$ cat src/rtl/player_walk_ctrl.sv
// Grid-locked player walk sequencer: turns key requests into tile steps,
// paced one pixel per frame, each step gated by a map ROM collision probe.
module player_walk_ctrl #(
    parameter int STEP_PIXELS = 16,
    parameter int TURN_FRAMES = 4,
    parameter int CHECK_LAT   = 1,
    parameter int MAP_W       = 32,
    parameter int MAP_H       = 32,
    parameter int START_X     = 0,
    parameter int START_Y     = 0
) (
    input  logic       Clk,
    input  logic       Reset_n,
    input  logic       Frame_Tick,
    input  logic       Key_Valid,
    input  logic [1:0] Key_Dir,
    input  logic       Blocked,
    output logic [4:0] Probe_X,
    output logic [4:0] Probe_Y,
    output logic       Character_Moving,
    output logic [1:0] Direction,
    output logic [1:0] Anim_Frame,
    output logic [5:0] Scroll_Offset,
    output logic [4:0] Tile_X,
    output logic [4:0] Tile_Y,
    output logic       Step_Done,
    output logic       Bump
);

    localparam int TW = $clog2(TURN_FRAMES + 1);
    localparam logic [5:0] LAST = 6'(STEP_PIXELS - 1);
    localparam logic [5:0] HALF = 6'(STEP_PIXELS / 2);
    localparam logic [1:0] REST1 = 2'd0, REST2 = 2'd1, M1 = 2'd2, M2 = 2'd3;

    typedef enum logic [1:0] {IDLE, TURN, CHECK, WALK} state_t;

    state_t         state, state_n;
    logic [TW-1:0]  turn_cnt, turn_n;
    logic [1:0]     chk_cnt, chk_n;
    logic           oob, oob_n, foot, foot_n, chain, chain_n;
    logic [4:0]     px_n, py_n, tx_n, ty_n;
    logic [1:0]     dir_n, anim_n;
    logic [5:0]     scroll_n;
    logic           moving_n, step_n, bump_n;
    logic [10:0]    nb_tile, nb_probe;

    // Neighbour tile in direction d, with an out-of-map flag in the MSB.
    // The flag is what refuses the move, so the wrapped coordinate is harmless.
    function automatic logic [10:0] nbr(input logic [1:0] d, input logic [4:0] x, input logic [4:0] y);
        logic [5:0] nx, ny;
        logic       o;
        nx = {1'b0, x};
        ny = {1'b0, y};
        o  = 1'b0;
        case (d)
            2'd0: begin o = (y == 5'd0); ny = ny - 6'd1; end
            2'd1: begin nx = nx + 6'd1; o = (nx >= 6'(MAP_W)); end
            2'd2: begin ny = ny + 6'd1; o = (ny >= 6'(MAP_H)); end
            default: begin o = (x == 5'd0); nx = nx - 6'd1; end
        endcase
        return {o, nx[4:0], ny[4:0]};
    endfunction

    assign nb_tile  = nbr(Direction, Tile_X, Tile_Y);
    assign nb_probe = nbr(Direction, Probe_X, Probe_Y);

    // Next-state and next-output logic; every register holds by default.
    always_comb begin
        state_n  = state;
        turn_n   = turn_cnt;
        chk_n    = chk_cnt;
        oob_n    = oob;
        foot_n   = foot;
        chain_n  = chain;
        px_n     = Probe_X;
        py_n     = Probe_Y;
        tx_n     = Tile_X;
        ty_n     = Tile_Y;
        dir_n    = Direction;
        scroll_n = Scroll_Offset;
        step_n   = 1'b0;
        bump_n   = 1'b0;
        case (state)
            IDLE: if (Frame_Tick && Key_Valid) begin
                if (Key_Dir != Direction) begin
                    dir_n   = Key_Dir;
                    turn_n  = '0;
                    state_n = TURN;
                end else begin
                    {oob_n, px_n, py_n} = nb_tile;
                    chk_n   = 2'd0;
                    chain_n = 1'b0;
                    state_n = CHECK;
                end
            end
            TURN: if (Frame_Tick) begin
                if (turn_cnt == TW'(TURN_FRAMES - 1)) state_n = IDLE;
                else turn_n = turn_cnt + TW'(1);
            end
            CHECK: begin
                if (chk_cnt == 2'(CHECK_LAT - 1)) begin
                    if (oob || Blocked) begin
                        bump_n  = 1'b1;
                        chain_n = 1'b0;
                        state_n = IDLE;
                    end else begin
                        scroll_n = 6'd0;
                        state_n  = WALK;
                    end
                end else begin
                    chk_n = chk_cnt + 2'd1;
                end
            end
            WALK: if (Frame_Tick) begin
                if (Scroll_Offset == LAST) begin
                    tx_n     = Probe_X;
                    ty_n     = Probe_Y;
                    scroll_n = 6'd0;
                    step_n   = 1'b1;
                    foot_n   = ~foot;
                    if (Key_Valid && Key_Dir == Direction) begin
                        {oob_n, px_n, py_n} = nb_probe;
                        chk_n   = 2'd0;
                        chain_n = 1'b1;
                        state_n = CHECK;
                    end else begin
                        chain_n = 1'b0;
                        state_n = IDLE;
                    end
                end else begin
                    scroll_n = Scroll_Offset + 6'd1;
                end
            end
            default: state_n = IDLE;
        endcase
        moving_n = (state_n == WALK) || (state_n == CHECK && chain_n);
        if (state_n == WALK)
            anim_n = (scroll_n < HALF) ? (foot_n ? M2 : M1) : (foot_n ? REST1 : REST2);
        else if (state_n == CHECK && chain_n)
            anim_n = Anim_Frame;
        else
            anim_n = REST1;
    end

    // State and registered outputs, synchronous active-low reset.
    always_ff @(posedge Clk) begin
        if (!Reset_n) begin
            state            <= IDLE;
            turn_cnt         <= '0;
            chk_cnt          <= 2'd0;
            oob              <= 1'b0;
            foot             <= 1'b0;
            chain            <= 1'b0;
            Probe_X          <= 5'(START_X);
            Probe_Y          <= 5'(START_Y);
            Tile_X           <= 5'(START_X);
            Tile_Y           <= 5'(START_Y);
            Direction        <= 2'd0;
            Scroll_Offset    <= 6'd0;
            Anim_Frame       <= REST1;
            Character_Moving <= 1'b0;
            Step_Done        <= 1'b0;
            Bump             <= 1'b0;
        end else begin
            state            <= state_n;
            turn_cnt         <= turn_n;
            chk_cnt          <= chk_n;
            oob              <= oob_n;
            foot             <= foot_n;
            chain            <= chain_n;
            Probe_X          <= px_n;
            Probe_Y          <= py_n;
            Tile_X           <= tx_n;
            Tile_Y           <= ty_n;
            Direction        <= dir_n;
            Scroll_Offset    <= scroll_n;
            Anim_Frame       <= anim_n;
            Character_Moving <= moving_n;
            Step_Done        <= step_n;
            Bump             <= bump_n;
        end
    end

endmodule

$ cat config.mk
export PLATFORM = sky130hd
export DESIGN_NAME = player_walk_ctrl
export DESIGN_NICKNAME = d
export VERILOG_FILES = /design/src/rtl/player_walk_ctrl.sv
export SDC_FILE = /design/constraint.sdc
export NUM_CORES = 1
export LEC_CHECK = 0
export CAP_MARGIN = 10
export CORE_MARGIN = 1.5
export CORE_UTILIZATION = 40
export DETAILED_ROUTE_END_ITERATION = 7
export PLACE_DENSITY = 0.71
export SLEW_MARGIN = 20
export SYNTH_ARGS = -nofsm -noshare
export SYNTH_HDL_FRONTEND = slang
export SYNTH_SLANG_ARGS = --single-unit
export TNS_END_PERCENT = 50
$ cat constraint.sdc
create_clock -name Clk -period 4.1 [get_ports Clk]
set_input_delay 0.82 -clock Clk [delete_from_list [all_inputs] [get_ports Clk]]
set_output_delay 0.82 -clock Clk [all_outputs]
set_load 0.02 [all_outputs]
-- Word-level counts from Yosys, hierarchy flattened
Index checks and enable logic that the tools add are counted.
- register bits after elaboration: 43
- input bits: 7
- output and inout bits: 33
- logic and storage cells: 150
- $add $sub $neg: 11
- magnitude comparators: 5
- equal/unequal tests: 23
- multiplexer cells: 69
- bitwise operators: 1
- reductions and logical operators: 25
- operators with widths (kind ; number):
    $pmux W5 S2 ; 6
    $mux W5 ; 10
    $mux W2 ; 18
    $add A5 B1 Y6 const B ; 4
    $ge A6 B6 Y1 const B ; 4
    $mux W6 ; 4
    $ne A2 B2 Y1 const B ; 11
    $reduce_and A7 Y1 ; 3
    $logic_not A5 Y1 ; 4
    $sub A5 B1 Y5 const B ; 4
    $mux W1 ; 19
    $mux W3 ; 4
    $pmux W6 S2 ; 1
    $reduce_and A3 Y1 ; 4
    $eq A2 B2 Y1 const B ; 5
    $pmux W1 S3 ; 3
    $pmux W2 S4 ; 1
    $add A6 B1 Y6 const B ; 1
    $eq A6 B4 Y1 const B ; 1
    $logic_not A2 Y1 ; 3
    $lt A6 B4 Y1 const B ; 1
    $pmux W2 S3 ; 1
    $pmux W3 S2 ; 1
    $reduce_and A6 Y1 ; 1
    other kinds (15) ; 20

-- Logic depth before layout (Yosys ltp)
- depth in word-level cells: 10
- mapped depth: 8
- depth with buffers taken out: 7

-- Least setup slack after synthesis
OpenSTA, ideal clock, no wires.
- path type: input port to flip-flop
- start: input Frame_Tick
- end: register Anim_Frame[0]
- setup time: 0.079 ns
- arrival: 2.125 ns
- required time: 4.021 ns
- slack: 1.896 ns
- stages on the path: 6
- path buffers: 1
- path through: buf_4 -> nand4_2 -> o211a_1 -> a211o_1 -> or3_1 -> o211ai_1
- longest elaborated chain between the ends: 6
- elaborated cells on any way between the ends: 21
- those cells by class: order compare: 1; eq/ne: 3; mux: 15; reduce/logical: 2
- ends and longest elaborated chain (what ; line ; RTL):
    from (decl) ; 14 ; input logic Frame_Tick,
    branches (longest 6 deep; another with $lt A6 B4 Y1) ; -- ;
    to (signal assigned) ; 177 ; Anim_Frame <= anim_n;
    to (decl) ; 22 ; output logic [1:0] Anim_Frame,
Several ways; the timed one is not identified.
A chain may end at the register's enable or synchronous reset.

-- Worst setup path in the final report
- start: input Frame_Tick
- end: register Anim_Frame[1]
The elaborated chain is that of the path after synthesis.

==> flow_metrics.env <==
export IMPL_relSlewSlack=0.448
export IMPL_met3_usage=0.0256
export IMPL_cts_repair_resized=0
export IMPL_grt_ovfl_total=0
export IMPL_synth_cell_type_count=68
export IMPL_drive_gt1_frac=0.0620
export IMPL_synth_ff_type="dfxtp_1"
export IMPL_p_sw_uw=230
export IMPL_p_int_uw=670
export IMPL_end_kind="flop"
export IMPL_maxCapViolCount=0
export IMPL_drc=0
export IMPL_synthCells=356
export IMPL_synth_enable_flop_cells=0
export IMPL_grt_use_total=0.196
export IMPL_finalCritPeriodShare=0.665
export IMPL_use_met2=0.317
export IMPL_cts_root_buf="clkbuf_8"
export IMPL_coreArea_mm2=0.00683
export IMPL_fp_dieW_um=87.4
export IMPL_vias_per_cell=5.77
export IMPL_busiest_layer="met2"
export IMPL_crit_required_ps=4290
export IMPL_hold_violations=0
export IMPL_grt_antenna_before_repair=0
export IMPL_swShare=0.256
export IMPL_p_total_uw=900
export IMPL_grt_pass1_vias=2498
export IMPL_fin_skew_ps=4.89
export IMPL_ios=40
export IMPL_port_buffers=39
export IMPL_vias=2786
export IMPL_cts_max_level=2
export IMPL_cts_buffer_depth=2
export IMPL_crit_arrival_ps=2920
export IMPL_syn_cell_area_mm2=0.00285
export IMPL_yosysSeqAreaShare=0.302
export IMPL_power_density_mw_per_mm2=264
export IMPL_area_delta_synth_final_pct=19.6
export IMPL_n_antenna_cell=0
export IMPL_die_y_um=87.4
export IMPL_power_leakage_uw=0.00130
export IMPL_rsz0062_at_grt="no"
export IMPL_worst_slack_ps=1370
export IMPL_gr_usage_met1=0.265
export IMPL_layout_min_cycle_time_ps=2730
export IMPL_tns_ps=0
export IMPL_rrSetupSlack_ps=1550
export IMPL_postCtsSetupRepairBufs=0
export IMPL_clock_fmax_mhz=367
export IMPL_pwr_share_seq=0.488
export IMPL_clk_latency_ps=300
export IMPL_initial_utilization=0.417
export IMPL_postCtsHoldBufs=0
export IMPL_status="finished clean"
export IMPL_synth_fp_nets=379
export IMPL_num_nets_final=409
export IMPL_worst_slew_pin_slew_ps=826
export IMPL_ir_drop_mv=0.169
export IMPL_clkPwrFrac=0.386
export IMPL_drv_slew=0
export IMPL_wl_per_cell_um=14.8
export IMPL_cts_sinks=43
export IMPL_place_ws_ps=1080
export IMPL_hold_path_class="flop to flop"
export IMPL_critPathLaunchType="primary input"
export IMPL_drt_wl_total_um=7160
export IMPL_crit_fanout=12
export IMPL_worst_setup_path_type="primary input to flop"
export IMPL_route_antenna_remaining_nets=0
export IMPL_drt_iter0_drc=161
export IMPL_gp_congestion=0.916
export IMPL_syn_avg_cell_area_um2=8.00
export IMPL_combPwrFrac=0.126
export IMPL_clkSlewWorstSetupHoldPaths_ps=80
export IMPL_grt_max_degree=25
export IMPL_drt_pass1_iter_count=5
export IMPL_dieArea_mm2=0.00763
export IMPL_grt_first_pass_wirelength_um=11900
export IMPL_yosysWarnings=0
export IMPL_cts_tree="yes"
export IMPL_dp_hpwl_um=5080
export IMPL_synth_seq_cells=43
export IMPL_num_rows=30
export IMPL_async_flop_share=0
export IMPL_finalSetupViolCount=0
export IMPL_cts_buffers_inserted=5
-- power groups by stage --
| stage | sequential, uW | combinational [uW] | clock, uW |
|---|---|---|---|
| final | 440 | 113 | 347 |
| after global routing | 442 | 125 | 370 |
| after CTS | 440 | 113 | 357 |
| after detailed placement | 449 | 112 | 0 |
| after global placement | 449 | 111 | 0 |
| after floorplan | 446 | 81.3 | 0 |
-- worst max-delay path: stages --
cell	delay, ps
clkdlybuf4s50_1	700
nand3_1	310
nor4b_2	320
buf_4	230
mux2i_1	120
and2_1	170
a32o_1	250
-- layout make-up --
class                      instances  area, um^2
clock inverter                     2        35.0
multi-input combinational        277        1820
timing repair buffer              44         428
tap                               96         120
clock buffer                       6        82.6
fill                             695        3430
inverter                          15        56.3
sequential                        43         861
-- cell usage after synthesis (7+ instances only) --
library cell	number	area, um^2
nor2_1	29	109
dfxtp_1	43	861
buf_2	7	35.0
nand4_1	10	62.6
a21oi_1	30	150
ha_1	16	200
nand3_1	9	45.0
mux2i_1	12	120
and2_1	8	50.1
inv_1	14	52.6
nor3_1	9	45.0
nand2_1	41	154
clkbuf_1	11	41.3
o21ai_0	8	40.0
-- state kept, by name, summed over array words and instances (netlist names) --
name / count
Scroll_Offset: 6
Probe_X: 5
Probe_Y: 5
Tile_X: 5
Tile_Y: 5
turn_cnt: 3
Anim_Frame: 2
Direction: 2
chk_cnt: 2
state: 2
Bump: 1
Character_Moving: 1
Step_Done: 1
chain: 1
foot: 1
oob: 1
-- cell families (layout without fill, tap and decap cells) --
| group | after synthesis | count (layout) | share of synthesized area |
|---|---|---|---|
| xor+xnor | 8 | 8 | 0.0273 |
| mux | 12 | 12 | 0.0422 |
| compound gates | 87 | 87 | 0.210 |
| buf+inv | 36 | 67 | 0.0571 |
| flops | 43 | 43 | 0.302 |
| simple gates | 154 | 154 | 0.291 |
| fa+ha+maj | 16 | 16 | 0.0703 |
-- per-stage QoR --
| stage | cell area (um^2) | utilization | hold slack [ps] | std cells |
|---|---|---|---|---|
| 6_report | 3410 | 0.499 | 485 | 483 |
| 4_1_cts | 3410 | 0.499 | 487 | 483 |
| 2_1_floorplan | 2850 | - | 446 | 356 |
| 3_3_place_gp | 3290 | 0.481 | 462 | 475 |
| 5_1_grt | 3410 | 0.499 | 512 | 483 |
| 3_5_place_dp | 3290 | 0.481 | 474 | 475 |
-- cell usage in the layout, fill, tap and decap left out, types with 9 or more instances in the layout --
cell,count
a21oi_1,30
clkdlybuf4s50_1,39
dfxtp_1,43
ha_1,16
inv_1,14
mux2i_1,12
nand2_1,41
nand3_1,9
nand4_1,10
nor2_1,29
nor3_1,9
-- layer usage --
metal	up-vias	part of all wire
met5	-	0
met1	1328	0.46
met2	81	0.47
met4	0	0.016
li1	1367	-
met3	10	0.049
-- worst paths after layout --
check / start / endpoint / cells after the start
worst max-delay path: Frame_Tick / Anim_Frame[1] / 7
worst min-delay path: turn_cnt[1] / turn_cnt[1] / 2
worst max register to register: Direction[0] / Probe_X[0] / 5
worst min register to register: turn_cnt[1] / turn_cnt[1] / 2
(Power assumes the default switching activity.)
